## src/rtl/button_conditioner_if.sv

```systemverilog
// Signal bundle between a raw switch input and its conditioned level and strobes.
// The master drives the raw switch, and the slave returns the debounced level and the strobes.
interface button_conditioner_if;
    logic A_noisy;
    logic A;
    logic rise_pulse;
    logic fall_pulse;
    logic step_pulse;
    logic held;

    modport master (
        output A_noisy,
        input  A,
        input  rise_pulse,
        input  fall_pulse,
        input  step_pulse,
        input  held
    );

    modport slave (
        input  A_noisy,
        output A,
        output rise_pulse,
        output fall_pulse,
        output step_pulse,
        output held
    );
endinterface

```

## src/rtl/button_conditioner.sv

```systemverilog
// Switch front end: a two-flop synchroniser, a stable-count debounce, and edge strobes.
// It also produces a press/hold-to-repeat step strobe. Every output is registered.
//
// state      | meaning
// -----------+---------------------------------------------------------
// ST_IDLE    | debounced level is low, waiting for a press
// ST_PRESSED | pressed, counting toward the first auto-repeat step
// ST_REPEAT  | holding, issuing a step every REPEAT_PERIOD_CYCLES
module button_conditioner #(
    parameter int DEBOUNCE_CYCLES      = 500000,
    parameter int REPEAT_DELAY_CYCLES  = 25000000,
    parameter int REPEAT_PERIOD_CYCLES = 5000000,
    parameter int REPEAT_EN            = 1
) (
    input  logic                 Clock50M,
    input  logic                 reset,
    button_conditioner_if.slave  btn
);

    localparam int DCNT_W = $clog2(DEBOUNCE_CYCLES + 1);
    localparam int RMAX   = (REPEAT_DELAY_CYCLES > REPEAT_PERIOD_CYCLES) ?
                            REPEAT_DELAY_CYCLES : REPEAT_PERIOD_CYCLES;
    localparam int RCNT_W = $clog2(RMAX + 1);

    localparam logic [DCNT_W-1:0] DCNT_ONE    = DCNT_W'(1);
    localparam logic [DCNT_W-1:0] DCNT_LAST   = DCNT_W'(DEBOUNCE_CYCLES - 1);
    localparam logic [RCNT_W-1:0] RCNT_ONE    = RCNT_W'(1);
    localparam logic [RCNT_W-1:0] DELAY_LAST  = RCNT_W'(REPEAT_DELAY_CYCLES - 1);
    localparam logic [RCNT_W-1:0] DELAY_FULL  = RCNT_W'(REPEAT_DELAY_CYCLES);
    localparam logic [RCNT_W-1:0] PERIOD_LAST = RCNT_W'(REPEAT_PERIOD_CYCLES - 1);
    localparam logic              RPT_ON      = (REPEAT_EN != 0);

    typedef enum logic [1:0] {
        ST_IDLE    = 2'd0,
        ST_PRESSED = 2'd1,
        ST_REPEAT  = 2'd2
    } state_t;

    logic              s1_q, s2_q;
    logic [DCNT_W-1:0] dcnt_q, dcnt_d;
    logic              a_q, a_d;
    logic              rise_q, rise_d;
    logic              fall_q, fall_d;
    logic              step_q, step_d;
    logic              held_q, held_d;
    logic [RCNT_W-1:0] rcnt_q, rcnt_d;
    state_t            state_q, state_d;
    logic              rise_ev, fall_ev;

    // A changes only after DEBOUNCE_CYCLES consecutive disagreeing cycles at s2.
    always_comb begin
        a_d    = a_q;
        dcnt_d = '0;
        if (s2_q != a_q) begin
            if (dcnt_q == DCNT_LAST) begin
                a_d = s2_q;
            end else begin
                dcnt_d = dcnt_q + DCNT_ONE;
            end
        end
    end

    assign rise_ev = a_d & ~a_q;
    assign fall_ev = ~a_d & a_q;
    assign rise_d  = rise_ev;
    assign fall_d  = fall_ev;

    // Release takes priority over any coinciding repeat step.
    always_comb begin
        state_d = state_q;
        rcnt_d  = rcnt_q;
        step_d  = 1'b0;
        unique case (state_q)
            ST_IDLE: begin
                rcnt_d = '0;
                if (rise_ev) begin
                    state_d = ST_PRESSED;
                    step_d  = 1'b1;
                end
            end
            ST_PRESSED: begin
                if (fall_ev) begin
                    state_d = ST_IDLE;
                    rcnt_d  = '0;
                end else if (RPT_ON && rcnt_q == DELAY_LAST) begin
                    state_d = ST_REPEAT;
                    step_d  = 1'b1;
                    rcnt_d  = '0;
                end else if (rcnt_q != DELAY_FULL) begin
                    rcnt_d = rcnt_q + RCNT_ONE;
                end
            end
            ST_REPEAT: begin
                if (fall_ev) begin
                    state_d = ST_IDLE;
                    rcnt_d  = '0;
                end else if (rcnt_q == PERIOD_LAST) begin
                    step_d = 1'b1;
                    rcnt_d = '0;
                end else begin
                    rcnt_d = rcnt_q + RCNT_ONE;
                end
            end
            default: begin
                state_d = ST_IDLE;
                rcnt_d  = '0;
            end
        endcase
        held_d = (state_d == ST_REPEAT);
    end

    always_ff @(posedge Clock50M or posedge reset) begin
        if (reset) begin
            s1_q    <= 1'b0;
            s2_q    <= 1'b0;
            dcnt_q  <= '0;
            a_q     <= 1'b0;
            rise_q  <= 1'b0;
            fall_q  <= 1'b0;
            step_q  <= 1'b0;
            held_q  <= 1'b0;
            rcnt_q  <= '0;
            state_q <= ST_IDLE;
        end else begin
            s1_q    <= btn.A_noisy;
            s2_q    <= s1_q;
            dcnt_q  <= dcnt_d;
            a_q     <= a_d;
            rise_q  <= rise_d;
            fall_q  <= fall_d;
            step_q  <= step_d;
            held_q  <= held_d;
            rcnt_q  <= rcnt_d;
            state_q <= state_d;
        end
    end

    assign btn.A          = a_q;
    assign btn.rise_pulse = rise_q;
    assign btn.fall_pulse = fall_q;
    assign btn.step_pulse = step_q;
    assign btn.held       = held_q;

endmodule

```

## src/flat_wrapper.sv

```systemverilog
// flat-port wrapper written by rule: the top's interface ports become plain ports
module button_conditioner_flat 
#(
    parameter int DEBOUNCE_CYCLES      = 500000,
    parameter int REPEAT_DELAY_CYCLES  = 25000000,
    parameter int REPEAT_PERIOD_CYCLES = 5000000,
    parameter int REPEAT_EN            = 1
)
  (Clock50M, reset, btn_A_noisy, btn_A, btn_rise_pulse, btn_fall_pulse, btn_step_pulse, btn_held);
  button_conditioner_if btn_i ();
  input  logic Clock50M;
  input  logic reset;
  input wire logic [$bits(btn_i.A_noisy)-1:0] btn_A_noisy;
  output wire logic [$bits(btn_i.A)-1:0] btn_A;
  output wire logic [$bits(btn_i.rise_pulse)-1:0] btn_rise_pulse;
  output wire logic [$bits(btn_i.fall_pulse)-1:0] btn_fall_pulse;
  output wire logic [$bits(btn_i.step_pulse)-1:0] btn_step_pulse;
  output wire logic [$bits(btn_i.held)-1:0] btn_held;
  assign btn_i.A_noisy = btn_A_noisy;
  assign btn_A = btn_i.A;
  assign btn_rise_pulse = btn_i.rise_pulse;
  assign btn_fall_pulse = btn_i.fall_pulse;
  assign btn_step_pulse = btn_i.step_pulse;
  assign btn_held = btn_i.held;
  button_conditioner #(.DEBOUNCE_CYCLES(DEBOUNCE_CYCLES), .REPEAT_DELAY_CYCLES(REPEAT_DELAY_CYCLES), .REPEAT_PERIOD_CYCLES(REPEAT_PERIOD_CYCLES), .REPEAT_EN(REPEAT_EN)) u_core (.Clock50M(Clock50M), .reset(reset), .btn(btn_i));
endmodule
```

## config.mk

```make
export PLATFORM = sky130hd
export DESIGN_NAME = button_conditioner_flat
export DESIGN_NICKNAME = d
export VERILOG_FILES = /design/src/rtl/button_conditioner_if.sv /design/src/rtl/button_conditioner.sv /design/src/flat_wrapper.sv
export SDC_FILE = /design/constraint.sdc
export NUM_CORES = 1
export LEC_CHECK = 0
export ABC_AREA = 0
export CAP_MARGIN = 20
export CORE_ASPECT_RATIO = 0.8
export CORE_MARGIN = 2
export CORE_UTILIZATION = 30
export CTS_BUF_LIST = sky130_fd_sc_hd__clkbuf_16
export CTS_CLUSTER_SIZE = 16
export DETAILED_ROUTE_END_ITERATION = 8
export PLACE_DENSITY = 0.52
export SYNTH_ARGS = -nofsm -noshare
export SYNTH_HDL_FRONTEND = slang
export SYNTH_SLANG_ARGS = --single-unit
export TNS_END_PERCENT = 50
```

## constraint.sdc

```tcl
create_clock -name Clock50M -period 2.7 [get_ports Clock50M]
set_clock_uncertainty 0.05 [all_clocks]
set_input_delay 0.54 -clock Clock50M [delete_from_list [all_inputs] [get_ports Clock50M]]
set_output_delay 0.54 -clock Clock50M [all_outputs]
set_load 0.1 [all_outputs]
```

-- After elaboration in Yosys (flattened, before gate mapping)
Index checks and enable logic that the tools add are counted.
Widths: inputs -> output; s select.
- reduce and logical (&&, ||, !) cells: 1
- bitwise logic cells: 4
- equality and inequality tests: 9
- muxes and demuxes: 21
- add/sub/neg operators: 2
- operator list (kind ; count):
    $mux 25 ; 5
    $pmux 25 s2 ; 1
    $mux 19 ; 2
    $add 25x1->25 const B ; 1
    $eq 25x23->1 const B ; 1
    $eq 25x25->1 const B ; 1
    $ne 25x25->1 const B ; 1
    $add 19x1->19 const B ; 1
    $eq 19x19->1 const B ; 1
    $mux 2 ; 4
    $mux 1 ; 7
    $pmux 2 s3 ; 1
    $eq 2x2->1 const B ; 2
    $ne 4x1->1 const B ; 1
    $pmux 1 s3 ; 1
    $and 1x1->1 ; 2
    $eq 2x1->1 const B ; 1
    $logic_not 2->1 ; 1
    $not 1->1 ; 2
    $ne 1x1->1 ; 1
- output and inout port bits: 5
- flip-flop bits (word level): 53

-- Longest topological paths before layout
Gate-level depths: netlist (run 1).
- word-level depth: 8
- depth in mapped cells: 10

-- Least setup slack after synthesis (run 1)
No wires, ideal clock.
- path kind: flip-flop to flip-flop
- start point: reg u_core.a_q, in the netlist u_core.btn.A
- end point: reg u_core.held_q, in the netlist u_core.btn.held
- arrival: 1.924 ns
- period minus slack after synthesis: 2.080 ns
- stages on the path, launching flop included: 6
- setup time: 0.106 ns
- setup slack: 0.620 ns
- required time: 2.544 ns
- cells stage by stage: dfrtp_1 inv_1 o31ai_1 o311a_1 nor3_2 nor4b_1
- longest elaborated chain between the ends: 7
- elaborated cells on any way between the ends: 12
- classes of those cells: eq/ne: 2; mux: 6; bitwise: 4
- RTL lines (element ; line ; text):
    start, declared ; button_conditioner.sv:41 ; logic a_q, a_d;
    start signal, assigned ; button_conditioner.sv:117 ; a_q <= 1'b0;
    start signal, assigned ; button_conditioner.sv:128 ; a_q <= a_d;
    $mux 1 or $ne 1x1->1 (tied branches) ; button_conditioner.sv:55, button_conditioner.sv:54 ;
    $mux 1 ; button_conditioner.sv:54 ; if (s2_q != a_q) begin
    $not 1->1 ; button_conditioner.sv:64 ; assign fall_ev = ~a_d & a_q;
    $and 1x1->1 ; button_conditioner.sv:64 ;
    $mux 2 (on tied branches) ; button_conditioner.sv:94, button_conditioner.sv:82 ;
    $pmux 2 s3 (*) ; button_conditioner.sv:73 ; unique case (state_q)
    via u_core.state_d[0] ; button_conditioner.sv:47 ; state_t state_q, state_d;
    $eq 2x2->1 (*) ; button_conditioner.sv:109 ; held_d = (state_d == ST_REPEAT);
    via u_core.held_d ; button_conditioner.sv:45 ; logic held_q, held_d;
    end signal, assigned ; button_conditioner.sv:132 ; held_q <= held_d;
    end, declared ; button_conditioner.sv:45 ;
Mark *: on every way through the listed nets, which the timed path passes. The rest lies on a longest branch.
A chain may end at the register's enable or synchronous reset.

-- Final worst setup path (run 1)
- start point: reg u_core.rcnt_q[17]
- end point: reg u_core.rcnt_q[8]
- longest elaborated chain between the ends: 4
- elaborated cells on any way between the ends: 9
- classes of those cells: eq/ne: 4; mux: 5
- RTL lines (element ; line ; text):
    start, declared ; button_conditioner.sv:46 ; logic [RCNT_W-1:0] rcnt_q, rcnt_d;
    start signal, assigned ; button_conditioner.sv:133 ; rcnt_q <= rcnt_d;
    $eq 25x23->1 or $eq 25x25->1 (tied branches) ; button_conditioner.sv:97, button_conditioner.sv:85 ;
    $mux 25 (on tied branches) ; button_conditioner.sv:97, button_conditioner.sv:85 ;
    $mux 25 (on tied branches) ; button_conditioner.sv:94, button_conditioner.sv:82 ;
    $pmux 25 s2 ; button_conditioner.sv:73 ;
Parallel ways exist; a longest one is shown, timed or not.

==> results of run 1 <==
[power by group through the flow]
stage	clock, uW	sequential (uW)	combinational [uW]
4_1_cts	663	803	36.1
3_3_place_gp	0	818	35.9
3_5_place_dp	0	818	36.0
2_1_floorplan	0	816	22.3
5_1_grt	697	803	39.0
6_report	635	803	33.7
[layout by cell type, fill, tap and decap left out, types with 7 or more instances in the layout]
| cell type | n |
|---|---|
| dfrtp_1 | 53 |
| nor2_1 | 48 |
| xor2_1 | 26 |
| nand3_1 | 24 |
| nand2_1 | 20 |
| inv_1 | 10 |
| xnor2_1 | 10 |
| and3_1 | 9 |
| nand4_1 | 8 |
| ha_1 | 7 |
| buf_4 | 7 |
[per-stage QoR]
stage | area [um^2] | hold WS, ps | util [%]
3_3_place_gp | 2920 | 301 | 32.8
3_5_place_dp | 2920 | 302 | 32.8
6_report | 3070 | 309 | 34.4
5_1_grt | 3070 | 323 | 34.4
2_1_floorplan | 2720 | 281 | -
4_1_cts | 3070 | 318 | 34.4
[Yosys cell counts, drive strengths merged]
| cell type | n | area [um^2] |
|---|---|---|
| buf | 6 | 32.5 |
| nor3 | 6 | 35.0 |
| dfrtp | 53 | 1330 |
| and4 | 3 | 26.3 |
| nand4 | 8 | 50.1 |
| ha | 7 | 87.6 |
| nor4bb | 4 | 40.0 |
| nand3 | 24 | 120 |
| nor2b | 2 | 12.5 |
| a22o | 2 | 17.5 |
| and3 | 9 | 56.3 |
| mux2 | 1 | 11.3 |
| nor3b | 2 | 15.0 |
| nor2 | 48 | 180 |
| nand2 | 20 | 75.1 |
| clkbuf | 1 | 3.75 |
| nor4 | 4 | 25.0 |
| o31ai | 2 | 15.0 |
| a21oi | 6 | 30.0 |
| o311a | 1 | 10.0 |
| and4b | 2 | 20.0 |
| nand4b | 1 | 8.76 |
| and2 | 2 | 12.5 |
| xor2 | 26 | 228 |
| nand2b | 1 | 6.26 |
| a2bb2oi | 1 | 8.76 |
| or3 | 6 | 37.5 |
| a21o | 1 | 7.51 |
| xnor2 | 10 | 87.6 |
| nor4b | 3 | 38.8 |
| nand3b | 1 | 7.51 |
| o21a | 1 | 7.51 |
| or2 | 1 | 6.26 |
| a31oi | 1 | 6.26 |
| o21ai | 6 | 30.0 |
| inv | 11 | 41.3 |
[state kept, by name, summed over array words and instances (netlist names)]
register and cells:
u_core.s2_q 1, u_core.rcnt_q 25, u_core.btn.step_pulse 1, u_core.btn.rise_pulse 1
u_core.dcnt_q 19, u_core.state_q 2, u_core.btn.fall_pulse 1, u_core.btn.held 1
u_core.btn.A 1, u_core.s1_q 1
[routing by layer]
| layer | share of wire [%] | wire length [um] | track usage, % |
|---|---|---|---|
| met5 | 0 | 0 | 0 |
| met4 | 1.4 | 77 | 3.86 |
| met2 | 43 | 2300 | 17.7 |
| met1 | 53 | 2840 | 16.5 |
| met3 | 2.2 | 116 | 1.83 |
[final timing paths]
kind                       slack, ps                end  cells past startpoint               from
setup / recovery                 320   u_core.rcnt_q[8]                      7  u_core.rcnt_q[17]
hold / removal                   310        u_core.s2_q                      0        u_core.s1_q
setup reg to reg                 320   u_core.rcnt_q[8]                      7  u_core.rcnt_q[17]
hold reg to reg                  310        u_core.s2_q                      0        u_core.s1_q
max in group asynchronous       1800  u_core.dcnt_q[16]                      3              reset
min in group asynchronous        550  u_core.rcnt_q[17]                      3              reset
[layout make-up]
class	instances	area (um^2)
multi-input cells	212	1320
clock inverters	3	21.3
repair buffers	10	92.6
fillers	930	5850
flip-flops and latches	53	1330
inverters	11	41.3
well taps	115	144
clock buffers	5	125
[cell families after synthesis]
kind of cell | share of synthesized area (%)
DFF | 48.7
and+or+nand+nor | 28.4
muxes | 0.413
xor gates and xnor gates | 11.6
buffers and inverters | 2.85
adders and majority gates | 3.22
AOI/OAI and AO/OA | 4.87
==> results.tsv, run 1 <==
stage	metric	value	unit
pwr	p_leak	0.00127	uW
grt	antenna_found_initial	0	
cts	cts_root_buf	clkbuf_16	
synth	ys_seq_area_share	48.7	%
grt	grt_usage	11.4	%
cts	post_cts_buffers	0	
pwr	p_comb_share	2.3	%
synth	synth.cell_area	0.00272	mm^2
worst_setup_path	cp_cell_sequence	nor4bb_1 > nand3_1 > nor3_1 > a2bb2oi_1 > a21o_1 > buf_4 > nor2_1	
pwr	max-vdd-ir-drop	0.247	mV
die	rows	31	
synth	avgSynthCellArea	9.62	um^2
timing	maxSlewHeadroom	56.0	%
timing	fin_crit	2380	ps
die	fp.dieH	89.2	um
worst_setup_path	end_kind	flop	
cts	cts_resized	0	
synth	ys_ff_latch	53	
timing	rsz0062_at_grt	no	
cells_and_area	diodes	0	
cts	clock_latency	290	ps
grt	grt_max_degree	54	
die	die_x	111	um
pwr	pwr-share-clk	43.2	%
routing	wl	5.33	mm
worst_setup_path	start_kind	flop	
pwr	pwr_density_cell	479	mW/mm^2
routing	ant_nets	0	
routing	drt-initial-drc-count	63	
worst_setup_path	cp_slowest_cell	nor4bb_1	
timing	finalCritPeriodShare	88.0	%
routing	vias_per_cell	4.86	
pwr	p_int	1150	uW
synth	synthCells	283	
timing	setup_slack	324	ps
worst_setup_path	required	2820	ps
cts	path_clk_slew	70	ps
die	ios	8	
synth	synth_nets	293	
place	detailed_place_hpwl	3.72	mm
cts	postCtsHoldBufs	0	
routing	wl_per_cell	13.0	um
die	die_area	0.00986	mm^2
place	dpl.cell_count	401	
synth	synth.yosys.warnings	0	
synth	ys_types	39	
place	gp_congestion	0.762	
worst_setup_path	cp_max_fo	22	
timing	setup_viol	0	
die	initial_utilization	30.5	%
cts	cts_tree	built	
timing	worst_pin_slew	651	ps
place	port_buffers	7	
cells_and_area	layout.cells.non_filler	409	
worst_setup_path	cp.arrival	2500	ps
timing	setup_tns	0	ps
grt	grt_remaining_overflow	0	
cts	numCtsBuffers	5	
flow_run	drv_cap	0	
hold_path	hp-class	reg -> reg	
die	core_area	0.00892	mm^2
routing	drc	0	
cells_and_area	drive_gt1_share	7.14	%
cts	h-tree-depth	2	
timing	max_freq	421	MHz
worst_setup_path	crit_type	reg -> reg	
cells_and_area	area_delta_synth_final	12.7	%
cells_and_area	nets	303	
cts	cts_max_path_buffers	2	
routing	firstDrtPassIters	6	
pwr	p_sw_share	21.5	%
grt	grt_pass1_vias	1904	
routing	num_vias	1986	
pwr	power.total	1470	uW
worst_setup_path	critical-path-top-delay-family	simple AND/OR/NAND/NOR gates	
timing	slew_violations	0	
pwr	seqPwrFrac	54.5	%
grt	grt_pass1_wl	9.29	mm
cts	clkSinkCount	53	
worst_setup_path	cp.buffers_inverters	1	
worst_setup_path	slowest_delay	610	ps
pwr	p_sw	317	uW
timing	final-hold-violation-count	0	
outcome	status	complete, no violations	
place	pre_cts_ws	334	ps
No activity file was read; power rests on OpenSTA's default activity.
==> run 2, diff against run 1 <==
GPL_TIMING_DRIVEN = 0   (was not set)
==> results.tsv, run 2 (same netlist as run 1, synthesis figures left out) <==
stage	metric	value	unit	change
outcome	status	complete, no violations		
routing	wl_per_cell	12.7	um	-3.0%
worst_setup_path	r2r_setup_slack	330	ps	about the same
routing	vias_per_cell	4.76		-2.1%
timing	setup_viol	0		unchanged
die	rows	31		unchanged
cts	postCtsHoldBufs	0		unchanged
worst_setup_path	r2r_start	u_core.rcnt_q[1]		
worst_setup_path	start_kind	flop		
worst_setup_path	path_depth	1		-6
pwr	max-vdd-ir-drop	0.253	mV	+2.7%
flow_run	drv_cap	0		unchanged
die	initial_utilization	30.5	%	unchanged
hold_path	hp-class	reg -> reg		
hold_path	hold_path_depth	0		unchanged
place	detailed_place_hpwl	3.80	mm	+2.2%
cts	numCtsBuffers	5		unchanged
worst_setup_path	cp.buffers_inverters	1		unchanged
worst_setup_path	cp_slowest_cell	clkdlybuf4s50_1		
timing	rsz0062_at_grt	no		
cells_and_area	largest_reg_flops	25		unchanged
grt	grt_pass1_wl	9.19	mm	-1.1%
pwr	power.total	1660	uW	+13%
worst_setup_path	cp.arrival	1990	ps	-510 ps
cells_and_area	largest-register	u_core.rcnt_q		
cells_and_area	fin_util	35.4	%	+0.94 points
die	fp.dieH	89.2	um	unchanged
cts	h-tree-depth	2		unchanged
die	ios	8		unchanged
timing	maxSlewHeadroom	33.6	%	-22 points
pwr	seqPwrFrac	48.1	%	-6.4 points
cells_and_area	nFillCells	917		-1.4%
pwr	p_sw	322	uW	+1.4%
timing	fin_crit	2580	ps	+205 ps
grt	grt_util_met2	16.2	%	-1.5 points
worst_setup_path	timing.rr.end	u_core.rcnt_q[20]		
timing	setup_slack	120	ps	-205 ps
routing	drt-initial-drc-count	94		+49%
worst_setup_path	required	2110	ps	-710 ps
routing	ant_nets	0		unchanged
pwr	pwr_density_cell	528	mW/mm^2	+10%
timing	worst_pin_slew	993	ps	+343 ps
cts	clkSinkCount	53		unchanged
grt	met3_usage	1.97	%	+0.14 points
grt	grt_usage	11.4	%	-0.054 points
place	pre_cts_ws	280	ps	-54.3 ps
place	dpl_cell_area	0.00296	mm^2	+1.2%
timing	final-hold-violation-count	0		unchanged
routing	wl	5.24	mm	-1.8%
worst_setup_path	end_kind	output pin		
timing	slew_violations	0		unchanged
cells_and_area	top_regs	u_core.rcnt_q: 25 flops, u_core.dcnt_q: 19 flops, u_core.state_q: 2 flops		
grt	antenna_found_initial	0		unchanged
grt	grt_remaining_overflow	0		unchanged
cts	cts_root_buf	clkbuf_16		
worst_setup_path	cp_cell_sequence	clkdlybuf4s50_1		
grt	use_met1	17.7	%	+1.2 points
hold_path	hold_start	u_core.s1_q		
place	port_buffers	7		unchanged
pwr	p_sw_share	19.3	%	-2.2 points
pwr	p_int	1340	uW	+16%
die	die_x	111	um	unchanged
routing	firstDrtPassIters	4		-2
cells_and_area	final_cell_mix	dfrtp_1 (53), nor2_1 (48), xor2_1 (26)		
cts	cts_tree	built		
routing	num_vias	1969		-0.86%
worst_setup_path	critical-path-top-delay-family	buffers and inverters		
die	die_area	0.00986	mm^2	unchanged
cts	clock_latency	290	ps	about the same
pwr	p_comb_share	2.1	%	-0.2 points
hold_path	min_to	u_core.s2_q		
cells_and_area	drive_gt1_share	7.02	%	-0.12 points
grt	grt_pass1_vias	1859		-2.4%
cts	cts_max_path_buffers	2		unchanged
cells_and_area	area_delta_synth_final	15.8	%	
grt	grt_max_degree	34		-37%
worst_setup_path	ff2ff_path_depth	8		+1
worst_setup_path	crit_type	reg -> out		
cells_and_area	diodes	0		unchanged
pwr	p_leak	0.00129	uW	+2.2%
grt	grt-busiest-layer	met1		
die	core_area	0.00892	mm^2	unchanged
cts	path_clk_slew	70	ps	about the same
timing	finalCritPeriodShare	95.6	%	+7.6 points
place	gp_congestion	0.781		+2.4%
cells_and_area	mostFrequentLayoutCell	dfrtp_1		
timing	max_freq	388	MHz	-7.9%
cells_and_area	nets	308		+1.7%
pwr	pwr-share-clk	49.8	%	+6.6 points
cells_and_area	design_area	0.00315	mm^2	+2.7%
worst_setup_path	slowest_delay	1210	ps	+600 ps
routing	drc	0		unchanged
worst_setup_path	cp_max_fo	8		-64%
==> run 2: changes by cell type in the layout (fill, tap and decap cells not counted) <==
cell and change:
nor2b_2 +1, clkinv_2 -1, buf_2 +5, clkinvlp_4 -1, clkdlybuf4s50_1 +5, clkbuf_1 +1
buf_4 -6, bufinv_16 +2, nor2b_1 -1
==> run 2: cell type report <==
cell class | count | area, um^2 | area share [%]
well taps | 115 | 144 | 4.56
clock buffers | 5 | 125 | 3.97
clock inverters | 3 | 68.8 | 2.18
multi-input cells | 212 | 1320 | 41.9
flip-flops and latches | 53 | 1330 | 42.0
plain buffers | 7 | 36.3 | 1.15
repair buffers | 8 | 90.1 | 2.86
inverters | 11 | 41.3 | 1.31
==> run 2: how the worst max path moves through the flow <==
stage / to / start / slack [ps]
after floorplan: u_core.btn.held / u_core.btn.A / 620
after global placement: u_core.rcnt_q[4] / reset / -300
after detailed placement: u_core.rcnt_q[19] / u_core.rcnt_q[1] / 280
after CTS: btn_A / u_core.btn.A / 110
after global routing: btn_A / u_core.btn.A / 50
final: btn_A / u_core.btn.A / 120
==> run 2: metal layers <==
| metal | part of all wire [%] | routed length, um |
|---|---|---|
| met5 | 0 | 0 |
| met4 | 0.52 | 27 |
| met3 | 2.9 | 154 |
| met2 | 40 | 2080 |
| met1 | 57 | 2980 |
==> run 2: power by group through the flow <==
stage	clock, uW	combinational (uW)	sequential [uW]
after floorplan	0	22.3	816
after global placement	0	33.6	817
after detailed placement	0	37.8	817
after CTS	852	37.6	801
after global routing	889	42.2	802
final	829	35.1	801
==> run 2: what timing repair did <==
action / 4_1_cts / 5_1_grt
setup endpoints to repair: 0 / 1
hold endpoints to repair: 0 / 0
setup buffers: 0 / 0
resized for setup: 0 / 1
==> run 2: worst register-to-register path: stages (launching register included) <==
cell and delay, ps:
dfrtp_1 450, ha_1 320, nor2b_2 240, nand3_1 90, nor3_1 290, a2bb2oi_1 260, a21o_1 210, buf_2 260
nor2_1 80
==> run 2: metrics by stage <==
step                cells  setup TNS [ps]  hold WS, ps
floorplan             283               0          281
global placement      405          -15540          287
detailed placement    406               0          289
CTS                   414               0          305
global route          414               0          307
finish                414               0          301
==> run 3, diff against run 2 <==
CORE_UTILIZATION = 38   (was 30)
PLACE_DENSITY = 0.61   (was 0.52)
SKIP_LAST_GASP = 1   (was not set)
==> results.tsv, run 3 (same netlist as run 1, synthesis figures left out) <==
stage	metric	value	unit	change
pwr	p_leak	0.00128	uW	-1.3%
worst_setup_path	end_kind	output pin		
worst_setup_path	r2r_start	u_core.rcnt_q[1]		
cts	cts_resized	0		unchanged
routing	wl	5.21	mm	-0.50%
grt	grt_pass1_wl	9.13	mm	-0.67%
hold_path	hp-class	reg -> reg		
cts	cts_tree	built		
place	pre_cts_ws	289	ps	+9.74 ps
die	initial_utilization	39.3	%	+8.8 points
cells_and_area	area_delta_synth_final	13.4	%	
place	gp_congestion	0.799		+2.3%
routing	firstDrtPassIters	4		unchanged
cts	cts_root_buf	clkbuf_16		
cts	cts_max_path_buffers	2		unchanged
cells_and_area	final_cell_mix	dfrtp_1 (53), nor2_1 (48), xor2_1 (26)		
worst_setup_path	required	2110	ps	about the same
routing	wl_per_cell	13.5	um	+6.7%
timing	setup_slack	114	ps	-5.44 ps
cts	clock_latency	280	ps	about the same
worst_setup_path	critical-path-top-delay-family	buffers and inverters		
worst_setup_path	crit_type	reg -> out		
pwr	pwr_density_cell	499	mW/mm^2	-5.4%
routing	drt-initial-drc-count	87		-7.4%
die	die_x	98.7	um	-11%
pwr	p_comb_share	2.3	%	+0.2 points
pwr	p_sw	299	uW	-7.0%
pwr	p_int	1240	uW	-7.5%
cells_and_area	design_area	0.00309	mm^2	-2.1%
cts	h-tree-depth	2		unchanged
timing	maxSlewHeadroom	34.2	%	+0.61 points
grt	grt_pass1_vias	1901		+2.3%
cells_and_area	drive_gt1_share	6.35	%	-0.67 points
timing	max_freq	387	MHz	-0.21%
pwr	max-vdd-ir-drop	0.408	mV	+61%
pwr	seqPwrFrac	52.0	%	+3.9 points
routing	drc	0		unchanged
die	core_area	0.00693	mm^2	-22%
cells_and_area	mostFrequentLayoutCell	dfrtp_1		
place	dpl.cell_count	378		-6.9%
timing	final-hold-violation-count	0		unchanged
grt	antenna_found_initial	0		unchanged
place	port_buffers	7		unchanged
timing	fin_hold_ws	300	ps	-1.03 ps
cts	clkSinkCount	53		unchanged
die	ios	8		unchanged
cells_and_area	top_regs	u_core.rcnt_q: 25 flops, u_core.dcnt_q: 19 flops, u_core.state_q: 2 flops		
outcome	status	complete, no violations		
grt	grt_usage	14.5	%	+3.1 points
die	rows	27		-13%
pwr	p_sw_share	19.4	%	+0.078 points
routing	ant_nets	0		unchanged
worst_setup_path	cp.arrival	2000	ps	about the same
timing	rsz0062_at_grt	no		
timing	slew_violations	0		unchanged
cells_and_area	layout.cells.non_filler	386		-6.8%
cells_and_area	largest_reg_flops	25		unchanged
cts	post_cts_buffers	0		unchanged
worst_setup_path	start_kind	flop		
place	dpl_cell_area	0.00292	mm^2	-1.2%
cts	numCtsBuffers	5		unchanged
worst_setup_path	cp_slowest_cell	clkdlybuf4s50_1		
cts	postCtsHoldBufs	0		unchanged
cells_and_area	fin_util	44.6	%	+9.2 points
cells_and_area	diodes	0		unchanged
pwr	pwr-share-clk	45.7	%	-4.1 points
die	fp.dieH	79.7	um	-11%
timing	finalCritPeriodShare	95.8	%	+0.20 points
timing	setup_viol	0		unchanged
hold_path	hold_start	u_core.s1_q		
place	detailed_place_hpwl	3.78	mm	-0.38%
worst_setup_path	cp_max_fo	8		unchanged
timing	fin_crit	2590	ps	+5.44 ps
flow_run	drv_cap	0		unchanged
worst_setup_path	slowest_delay	1200	ps	about the same
cells_and_area	nets	308		unchanged
routing	vias_per_cell	5.18		+9.0%
die	die_area	0.00787	mm^2	-20%
grt	grt_max_degree	32		-5.9%
routing	num_vias	2001		+1.6%
worst_setup_path	cp.buffers_inverters	1		unchanged
worst_setup_path	critPathLaunch	u_core.btn.A		
grt	grt_remaining_overflow	0		unchanged
cts	path_clk_slew	70	ps	about the same
cells_and_area	largest-register	u_core.rcnt_q		
worst_setup_path	cp_cell_sequence	clkdlybuf4s50_1		
timing	worst_pin_slew	984	ps	-9.06 ps
==> run 3: cell types whose count changed in the layout (fill, tap and decap cells not counted) <==
| cell | previous run | this run |
|---|---|---|
| bufinv_16 | 2 | 1 |
| clkinv_1 | 0 | 1 |
| clkinvlp_4 | 0 | 1 |
| inv_6 | 1 | 0 |
| nor2b_1 | 1 | 2 |
| nor2b_2 | 1 | 0 |
==> run 3: worst paths after layout <==
check / endpoint / slack, ps / cells after the start
max: btn_A / 110 / 1
min: u_core.s2_q / 300 / 0
max reg2reg: u_core.rcnt_q[14] / 270 / 8
min reg2reg: u_core.s2_q / 300 / 0
max in group asynchronous: u_core.btn.step_pulse / 1510 / 3
min in group asynchronous: u_core.rcnt_q[4] / 550 / 2
==> run 3: power by group through the flow <==
stage	sequential, uW	clock [uW]	combinational [uW]
2_1_floorplan	816	0	22.3
3_3_place_gp	817	0	33.9
3_5_place_dp	817	0	37.6
4_1_cts	801	729	37.6
5_1_grt	801	771	41.5
6_report	802	705	35.5
==> run 3: layer usage <==
layer  track usage, %  up-vias  wire length, um
met1             22.2      963             2830
met2             20.8       27             2170
li1                 -     1009                -
met4             3.70        0               34
met3             3.15        2              175
met5                0        -                0
==> run 3: cell type report <==
type                    instances  area (um^2)
fillers                       667         3840
flip-flops and latches         53         1330
multi-input cells             212         1320
clock buffers                   5          125
well taps                      87          109
repair buffers                  8         90.1
clock inverters                 3         41.3
inverters                      11         41.3
plain buffers                   7         36.3
==> run 3: per-stage QoR <==
step	setup TNS, ps	power, uW
floorplan	0	838
global placement	-13050	851
detailed placement	0	854
CTS	0	1570
global route	0	1610
finish	0	1540
